File: src/rtl/mdio_master.sv
// Clause-22 MDIO station manager: serialises one read/write command into a
// preamble + 32-bit frame on MDC/MDIO and returns read data with a TA error flag.
module mdio_master #(
  parameter int CLK_DIV = 5,
  parameter int PRE_LEN = 32
) (
  input  logic        clk,
  input  logic        rst,
  input  logic        cmd_valid,
  output logic        cmd_ready,
  input  logic        cmd_write,
  input  logic [4:0]  cmd_phy_addr,
  input  logic [4:0]  cmd_reg_addr,
  input  logic [15:0] cmd_wdata,
  output logic        rsp_valid,
  output logic [15:0] rsp_rdata,
  output logic        rsp_err,
  output logic        busy,
  output logic        mdc,
  output logic        mdio_o,
  output logic        mdio_oe,
  input  logic        mdio_i
);
  localparam int DW = (CLK_DIV > 1) ? $clog2(CLK_DIV) : 1;
  localparam logic [DW-1:0] DIV_LAST = DW'(CLK_DIV - 1);
  localparam logic [5:0] LAST_BIT = 6'(PRE_LEN + 31);
  localparam logic [5:0] PRE_L = 6'(PRE_LEN);

  typedef enum logic [2:0] {IDLE, PRE, HDR, TA, DATA, DONE} state_t;
  state_t state, state_nxt;

  logic [DW-1:0] cnt;
  logic          ph;
  logic [5:0]    bit_cnt, nb, k_cur, k_nb;
  logic [31:0]   fr;
  logic          wr, ta_bad, ta_nxt, o_nxt, oe_nxt;
  logic [15:0]   rd_sh, sh_nxt;
  logic          accept, bit_end, sample;

  assign cmd_ready = (state == IDLE) || (state == DONE);
  assign busy      = ~cmd_ready;
  assign rsp_valid = (state == DONE);
  assign accept    = cmd_valid && cmd_ready;
  assign bit_end   = busy && ph && (cnt == DIV_LAST);
  // rising MDC edge: first high-phase cycle
  assign sample    = busy && ph && (cnt == '0);
  assign nb        = bit_cnt + 6'd1;
  assign k_cur     = bit_cnt - PRE_L;
  assign k_nb      = nb - PRE_L;

  function automatic state_t seg(input logic [5:0] n);
    logic [5:0] k;
    k = n - PRE_L;
    if (int'(n) < PRE_LEN) return PRE;
    else if (k < 6'd14)    return HDR;
    else if (k < 6'd16)    return TA;
    else                   return DATA;
  endfunction

  always_ff @(posedge clk or posedge rst)
    if (rst) state <= IDLE;
    else     state <= state_nxt;

  always_comb begin
    state_nxt = state;
    case (state)
      IDLE, DONE: state_nxt = accept ? ((PRE_LEN > 0) ? PRE : HDR) : IDLE;
      default:    if (bit_end) state_nxt = (bit_cnt == LAST_BIT) ? DONE : seg(nb);
    endcase
  end

  // Drive values for the next bit; a read releases the bus from TA onwards.
  always_comb begin
    o_nxt  = 1'b1;
    oe_nxt = 1'b1;
    if (int'(nb) >= PRE_LEN) begin
      if (!wr && int'(k_nb) >= 14) oe_nxt = 1'b0;
      else                         o_nxt  = fr[~k_nb[4:0]];
    end
  end

  assign sh_nxt = (sample && state == DATA) ? {rd_sh[14:0], mdio_i} : rd_sh;
  assign ta_nxt = (sample && state == TA && k_cur == 6'd15) ? mdio_i : ta_bad;

  always_ff @(posedge clk or posedge rst)
    if (rst) begin
      cnt       <= '0;
      ph        <= 1'b0;
      bit_cnt   <= '0;
      fr        <= '0;
      wr        <= 1'b0;
      ta_bad    <= 1'b0;
      rd_sh     <= '0;
      mdc       <= 1'b0;
      mdio_o    <= 1'b1;
      mdio_oe   <= 1'b0;
      rsp_rdata <= '0;
      rsp_err   <= 1'b0;
    end else if (accept) begin
      fr      <= {2'b01, cmd_write ? 2'b01 : 2'b10, cmd_phy_addr, cmd_reg_addr, 2'b10, cmd_wdata};
      wr      <= cmd_write;
      cnt     <= '0;
      ph      <= 1'b0;
      bit_cnt <= '0;
      ta_bad  <= 1'b0;
      rd_sh   <= '0;
      mdc     <= 1'b0;
      mdio_o  <= (PRE_LEN > 0) ? 1'b1 : 1'b0;
      mdio_oe <= 1'b1;
    end else if (busy) begin
      rd_sh  <= sh_nxt;
      ta_bad <= ta_nxt;
      if (cnt == DIV_LAST) begin
        cnt <= '0;
        if (!ph) begin
          ph  <= 1'b1;
          mdc <= 1'b1;
        end else if (bit_cnt == LAST_BIT) begin
          ph      <= 1'b0;
          mdc     <= 1'b0;
          mdio_o  <= 1'b1;
          mdio_oe <= 1'b0;
          if (!wr) rsp_rdata <= sh_nxt;
          rsp_err <= !wr && ta_nxt;
        end else begin
          ph      <= 1'b0;
          mdc     <= 1'b0;
          bit_cnt <= nb;
          mdio_o  <= o_nxt;
          mdio_oe <= oe_nxt;
        end
      end else begin
        cnt <= cnt + DW'(1);
      end
    end
endmodule

File: config.mk
export PLATFORM = sky130hd
export DESIGN_NAME = mdio_master
export DESIGN_NICKNAME = d
export VERILOG_FILES = /design/src/rtl/mdio_master.sv
export SDC_FILE = /design/constraint.sdc
export NUM_CORES = 1
export LEC_CHECK = 0
export CAP_MARGIN = 40
export CORE_MARGIN = 2
export CORE_UTILIZATION = 40
export CTS_CLUSTER_SIZE = 20
export DETAILED_ROUTE_END_ITERATION = 10
export PLACE_DENSITY = 0.67
export RECOVER_POWER = 50
export SLEW_MARGIN = 20
export SYNTH_ARGS = -nofsm -noshare
export SYNTH_HDL_FRONTEND = slang
export SYNTH_SLANG_ARGS = --single-unit
File: constraint.sdc
create_clock -name clk -period 4.5 [get_ports clk]
set_input_delay 1.125 -clock clk [delete_from_list [all_inputs] [get_ports clk]]
set_output_delay 1.125 -clock clk [all_outputs]
set_load 0.01 [all_outputs]
Word level (Yosys, flattened, before mapping)
Cells that the tools add are included.
{"block": "classes", "addsub": 4, "order_cmp": 6, "n_eq_ne": 8, "mux": 42, "bitwise_logic": 4, "n_reduce_logical": 22}
{"cell": "$mux W16", "count": 3}
{"cell": "$mux W6", "count": 5}
{"cell": "$mux W3", "count": 9}
{"cell": "$mux W1", "count": 23}
{"cell": "$sub A6 B6 Y6 const B", "count": 2}
{"cell": "$eq A3 B3 Y1 const B", "count": 3}
{"cell": "$logic_and A1 B1 Y1", "count": 9}
{"cell": "$add A6 B1 Y6 const B", "count": 1}
{"cell": "$eq A6 B4 Y1 const B", "count": 1}
{"cell": "$eq A6 B6 Y1 const B", "count": 1}
{"cell": "$ge A6 B4 Y1 const B", "count": 1}
{"cell": "$ge A6 B6 Y1 const B", "count": 1}
{"cell": "$logic_not A3 Y1", "count": 2}
{"cell": "$lt A5 B6 Y1 const B", "count": 1}
{"cell": "$lt A6 B4 Y1 const B", "count": 1}
{"cell": "$lt A6 B5 Y1 const B", "count": 1}
{"cell": "$lt A6 B6 Y1 const B", "count": 1}
{"cell": "$reduce_and A6 Y1", "count": 1}
{"cell": "$reduce_bool A2 Y1", "count": 3}
{"cell": "$bmux W1 S5", "count": 1}
{"cell": "$not A5 Y5", "count": 1}
{"cell": "$reduce_and A5 Y1", "count": 1}
{"cell": "$reduce_and A4 Y1", "count": 1}
{"cell": "$add A3 B1 Y3 const B", "count": 1}
{"cell": "other kinds (10)", "count": 12}
{"block": "word_totals", "register_bits": 80, "elab_cells": 98}

Longest topological paths before layout
{"block": "logic_depth", "depth_word": 12, "depth_mapped": 8}

Least setup slack after synthesis
OpenSTA, ideal clock, no wires.
{"block": "synth_path", "path_kind": "register -> register", "start": "register bit_cnt[0]", "end": "register mdio_o", "t_arrival_ns": 2.232, "t_required_ns": 4.417, "slack_ns": 2.184, "path_stages_with_launch": 8, "path_buffers": 1, "synth_period_minus_slack_ns": 2.316, "path_cell_list": "dfrtp_1 -> ha_1 -> buf_2 -> xor2_1 -> mux4_2 -> mux4_2 -> mux2_2 -> o32a_1"}
{"block": "synth_between", "elab_chain_len": 12, "elab_cells_between_ends": 16, "classes_between": "add/sub (2); order compare (2); eq/ne (1); mux (9); bitwise (1); reduce/logical (1)"}
{"item": "start, declared", "line": "34", "text": "logic [5:0] bit_cnt, nb, k_cur, k_nb;"}
{"item": "start signal, assigned", "line": "128", "text": "bit_cnt <= nb;"}
{"item": "$add A6 B1 Y6", "line": "47", "text": "assign nb = bit_cnt + 6'd1;"}
{"item": "$sub A6 B6 Y6", "line": "49", "text": "assign k_nb = nb - PRE_L;"}
{"item": "$not A5 Y5", "line": "78", "text": "else o_nxt = fr[~k_nb[4:0]];"}
{"item": "$bmux W1 S5", "line": "78"}
{"item": "$mux W1 (implied by the code)", "line": "78"}
{"item": "$mux W1", "line": "77", "text": "if (!wr && int'(k_nb) >= 14) oe_nxt = 1'b0;"}
{"item": "$mux W1", "line": "76", "text": "if (int'(nb) >= PRE_LEN) begin"}
{"item": "$mux W1 (*)", "line": "118", "text": "end else if (bit_cnt == LAST_BIT) begin"}
{"item": "$mux W1 (*)", "line": "115", "text": "if (!ph) begin"}
{"item": "$mux W1 (*)", "line": "113", "text": "if (cnt == DIV_LAST) begin"}
{"item": "$mux W1 (*)", "line": "110", "text": "end else if (busy) begin"}
{"item": "$mux W1 (*)", "line": "99", "text": "end else if (accept) begin"}
{"item": "end signal, assigned", "line": "108", "text": "mdio_o <= (PRE_LEN > 0) ? 1'b1 : 1'b0;"}
{"item": "end signal, assigned", "line": "129", "text": "mdio_o <= o_nxt;"}
{"item": "end, declared", "line": "20", "text": "output logic mdio_o,"}
Every way passes the cells marked *; elsewhere a longest branch is shown, timed or not. The select of a mux whose other input is x is not followed.
A chain may end at the register's enable or synchronous reset.

Worst setup path after layout
{"block": "layout_path", "start": "input cmd_valid", "end": "register rd_sh[13]"}
{"block": "layout_between", "elab_chain_len": 2, "elab_cells_between_ends": 3, "classes_between": "eq/ne (1); mux (1); reduce/logical (1)"}
{"item": "start, declared", "line": "9", "text": "input logic cmd_valid,"}
{"item": "$logic_and A1 B1 Y1 (*)", "line": "43", "text": "assign accept = cmd_valid && cmd_ready;"}
{"item": "$ne A2 B1 Y1 (no source line) / $mux W16 (equally long branches)"}
{"item": "end signal, assigned", "line": "111", "text": "rd_sh <= sh_nxt;"}
{"item": "end, declared", "line": "37", "text": "logic [15:0] rd_sh, sh_nxt;"}
Every way passes the cells marked *; elsewhere a longest branch is shown, timed or not.

==> key figures <==
Run status
  – Status: finished with violations
  – Failing checks: max-capacitance violations, max-slew violations

Route
  – 1st-pass router iterations: 4
  – Final WL: 7305 um
  – Drt wl/cell: roughly 14 um
  – Final ANT Viol Nets: 0
  – Drt first-iter violations: between 150 and 200
  – Via density: a little over 5
  – Vias: around 2600
  – DRC viols: 0

Synthesis
  – Syn_nets: around 390
  – Post-synth top area share: 0.5342
  – Synthesized area per cell: between 10 and 15 um2
  – Flops & latches, synth: between 70 and 80
  – EDFF count, synth: 0
  – Yosys top cell by area: dfrtp_1
  – Async SR Flop Fraction: 1.000
  – Synth unique cells: 35
  – YS warnings: 0
  – Post-Syn Instances: approximately 350
  – Most used DFF post-synth: dfrtp_1
  – Post-Syn Area: ~3600 um2
  – Sequential area share after synthesis: 0.5414
  – Top cells by area, synth: dfrtp_1 53%, nand2_1 9.7%, mux2i_1 6.1%, mux4_2 5.0%, a22o_1 3.9%

Clock network
  – H-tree depth: 3
  – Bufs on Longest Clock Path: 2
  – CTS clock-pin slew for the worst setup and hold paths: around 0.08 ns
  – Post-CTS sizing: 0
  – CTS tree: yes
  – Skew-Pair Late Insertion Delay: 0.35 ns
  – # hold bufs at CTS: 0
  – CTS buffer count: 9
  – CTS root buf: clkbuf_8
  – Clk sinks: just under 80
  – Post CTS Setup Buffer Count: 0

Timing
  – Hold slack: about 0.48 ns
  – RSZ-0062 raised after global routing: false
  – Tmin final: 3.705 ns
  – Setup TNS: 0 ns
  – Tightest Pin Transition: approximately 1.5 ns
  – Fmax achieved: approximately 0.27 GHz
  – Fin crit share: 0.8234
  – Setup Viol. Count Final: 0
  – Slew Limit Fails: 37
  – Slew margin rel.: -0.02794
  – Clock skew: 0.01078 ns
  – Fin worst setup slack: about 0.79 ns
  – Final hold violations: 0

Placed design
  – Pre-CTS setup slack: 1.543 ns
  – PortBufs: 53
  – DP HPWL: roughly 5000 um
  – Placed Area: between 4000 and 5000 um2
  – GP Congestion: 0.8578
  – Placed instance count: 500

Die
  – I/O pin count: 54
  – Chip width: 98.97 um
  – Initial Utilization: 0.4136
  – Die H: roughly 100 um
  – Die area: 9794 um2
  – Core area: between 8000 and 9000 um2
  – Num rows: 34

Flow run
  – Max-Cap Viols: 1

Setup path
  – CP startpoint: cmd_valid
  – Critical path class: input pin to register
  – RR Startpoint: state[0]
  – Reg-to-reg slack, setup: 1.42 ns
  – Crit path DAT: about 3.9 ns
  – Required time worst endpoint: 4.74 ns
  – Peak fanout along the critical path: 36
  – R2r endpoint: rd_sh[13]
  – Startpoint Class: input pin
  – Crit path capture type: register
  – CP Capture Point: rd_sh[13]
  – Worst reg-to-reg path cell count: 6

GRT
  – GRT Overall Usage: 0.1613
  – Largest net degree at the start of global routing: 37
  – GR Overflow Total: 0
  – First-pass GRT wire length: roughly 13000 um
  – Vias in the first global route: approximately 2700
  – Initial antenna violation count: 0

Layout
  – Fillers: around 790
  – Layout cells sized above 1: 0.08333
  – # diodes: 0
  – Synthesis-to-layout area growth: 25.08%
  – Commonest non-fill, non-tap cell in the layout: nand2_1
  – Fin util: 0.5174
  – Fin area: about 4500 um2
  – Cell Count, Final, Fillers Out: around 520
  – Commonest cells after routing, fill and taps aside: 93 x nand2_1, 77 x dfrtp_1, 51 x clkdlybuf4s50_1
  – Final nets: roughly 440

Power and ir drop
  – PwrDens: approximately 460 nW/um2
  – VDD IR max: 0.1835 mV
  – P_leak: ~2.0 nW
  – Final Power: between 2 and 2.5 mW

Hold path
  – Tightest Hold Check Type: register to register
==> final cells by class <==
class | instances | area [um2] | share of cell area
Clock buffer | 10 | 127.6 | 0.02829
Clock inverter | 6 | 133.9 | 0.02967
Inverter | 6 | 22.52 | 0.004992
Multi-Input combinational cell | 248 | 1556 | 0.3450
Sequential cell | 78 | 1953 | 0.4329
Tap cell | 108 | 135.1 | 0.02995
Timing Repair Buffer | 60 | 583.1 | 0.1292
==> kinds of logic after synthesis <==
family                   after synthesis  share of synthesized area
flip-flops                            78                     0.5415
XOR/XNOR                              12                    0.02914
AND/OR/NAND/NOR                      146                     0.1703
multiplexers                          32                     0.1172
buffers and inverters                 26                    0.03087
adder cells (fa/ha/maj)                3                    0.01041
AO/OA/AOI/OAI                         55                     0.1006
==> registers in the layout, summed over array words and instances (netlist names), 3 cells and up <==
register   count
fr            29
rd_sh         16
rsp_rdata     16
bit_cnt        6
cnt            3
state          3
==> report_power, final <==
part           internal, mW  total, mW  leakage [nW]  switching (mW)
Clock                 0.425      0.678         0.130           0.254
Sequential            0.846      0.943          1.02          0.0966
Combinational         0.198      0.432         0.836           0.235
Total                  1.47       2.05          1.99           0.585
==> synthesized netlist by cell type, types with 8 or more instances <==
master    count
mux4_2        8
nand2_1      93
a21oi_1      21
dfrtp_1      77
clkbuf_1     14
nor2_1       26
a22o_1       16
mux2i_1      22
nand3_1       8
o21ai_0       9
==> critical path, cell delays in order <==
cell	delay, ns
dlygate4sd3_1	0.62
and3_1	0.17
clkbuf_1	1.11
nor2_1	0.41
buf_4	0.31
a22o_1	0.18
==> how the worst min path moves through the flow <==
stage,cells after the start,to,startpoint
after floorplan,2,fr[0],fr[0]
after global placement,2,fr[25],fr[25]
after detailed placement,2,fr[3],fr[3]
after CTS,2,fr[8],fr[8]
after global routing,2,fr[5],fr[5]
final,2,fr[8],fr[8]
==> routing by layer <==
layer  wire length, um  track usage
met1              3584       0.2266
met2              3400       0.2479
met3               219      0.03617
met4               100      0.05690
met5                 0            0
(Power assumes the default switching activity.)
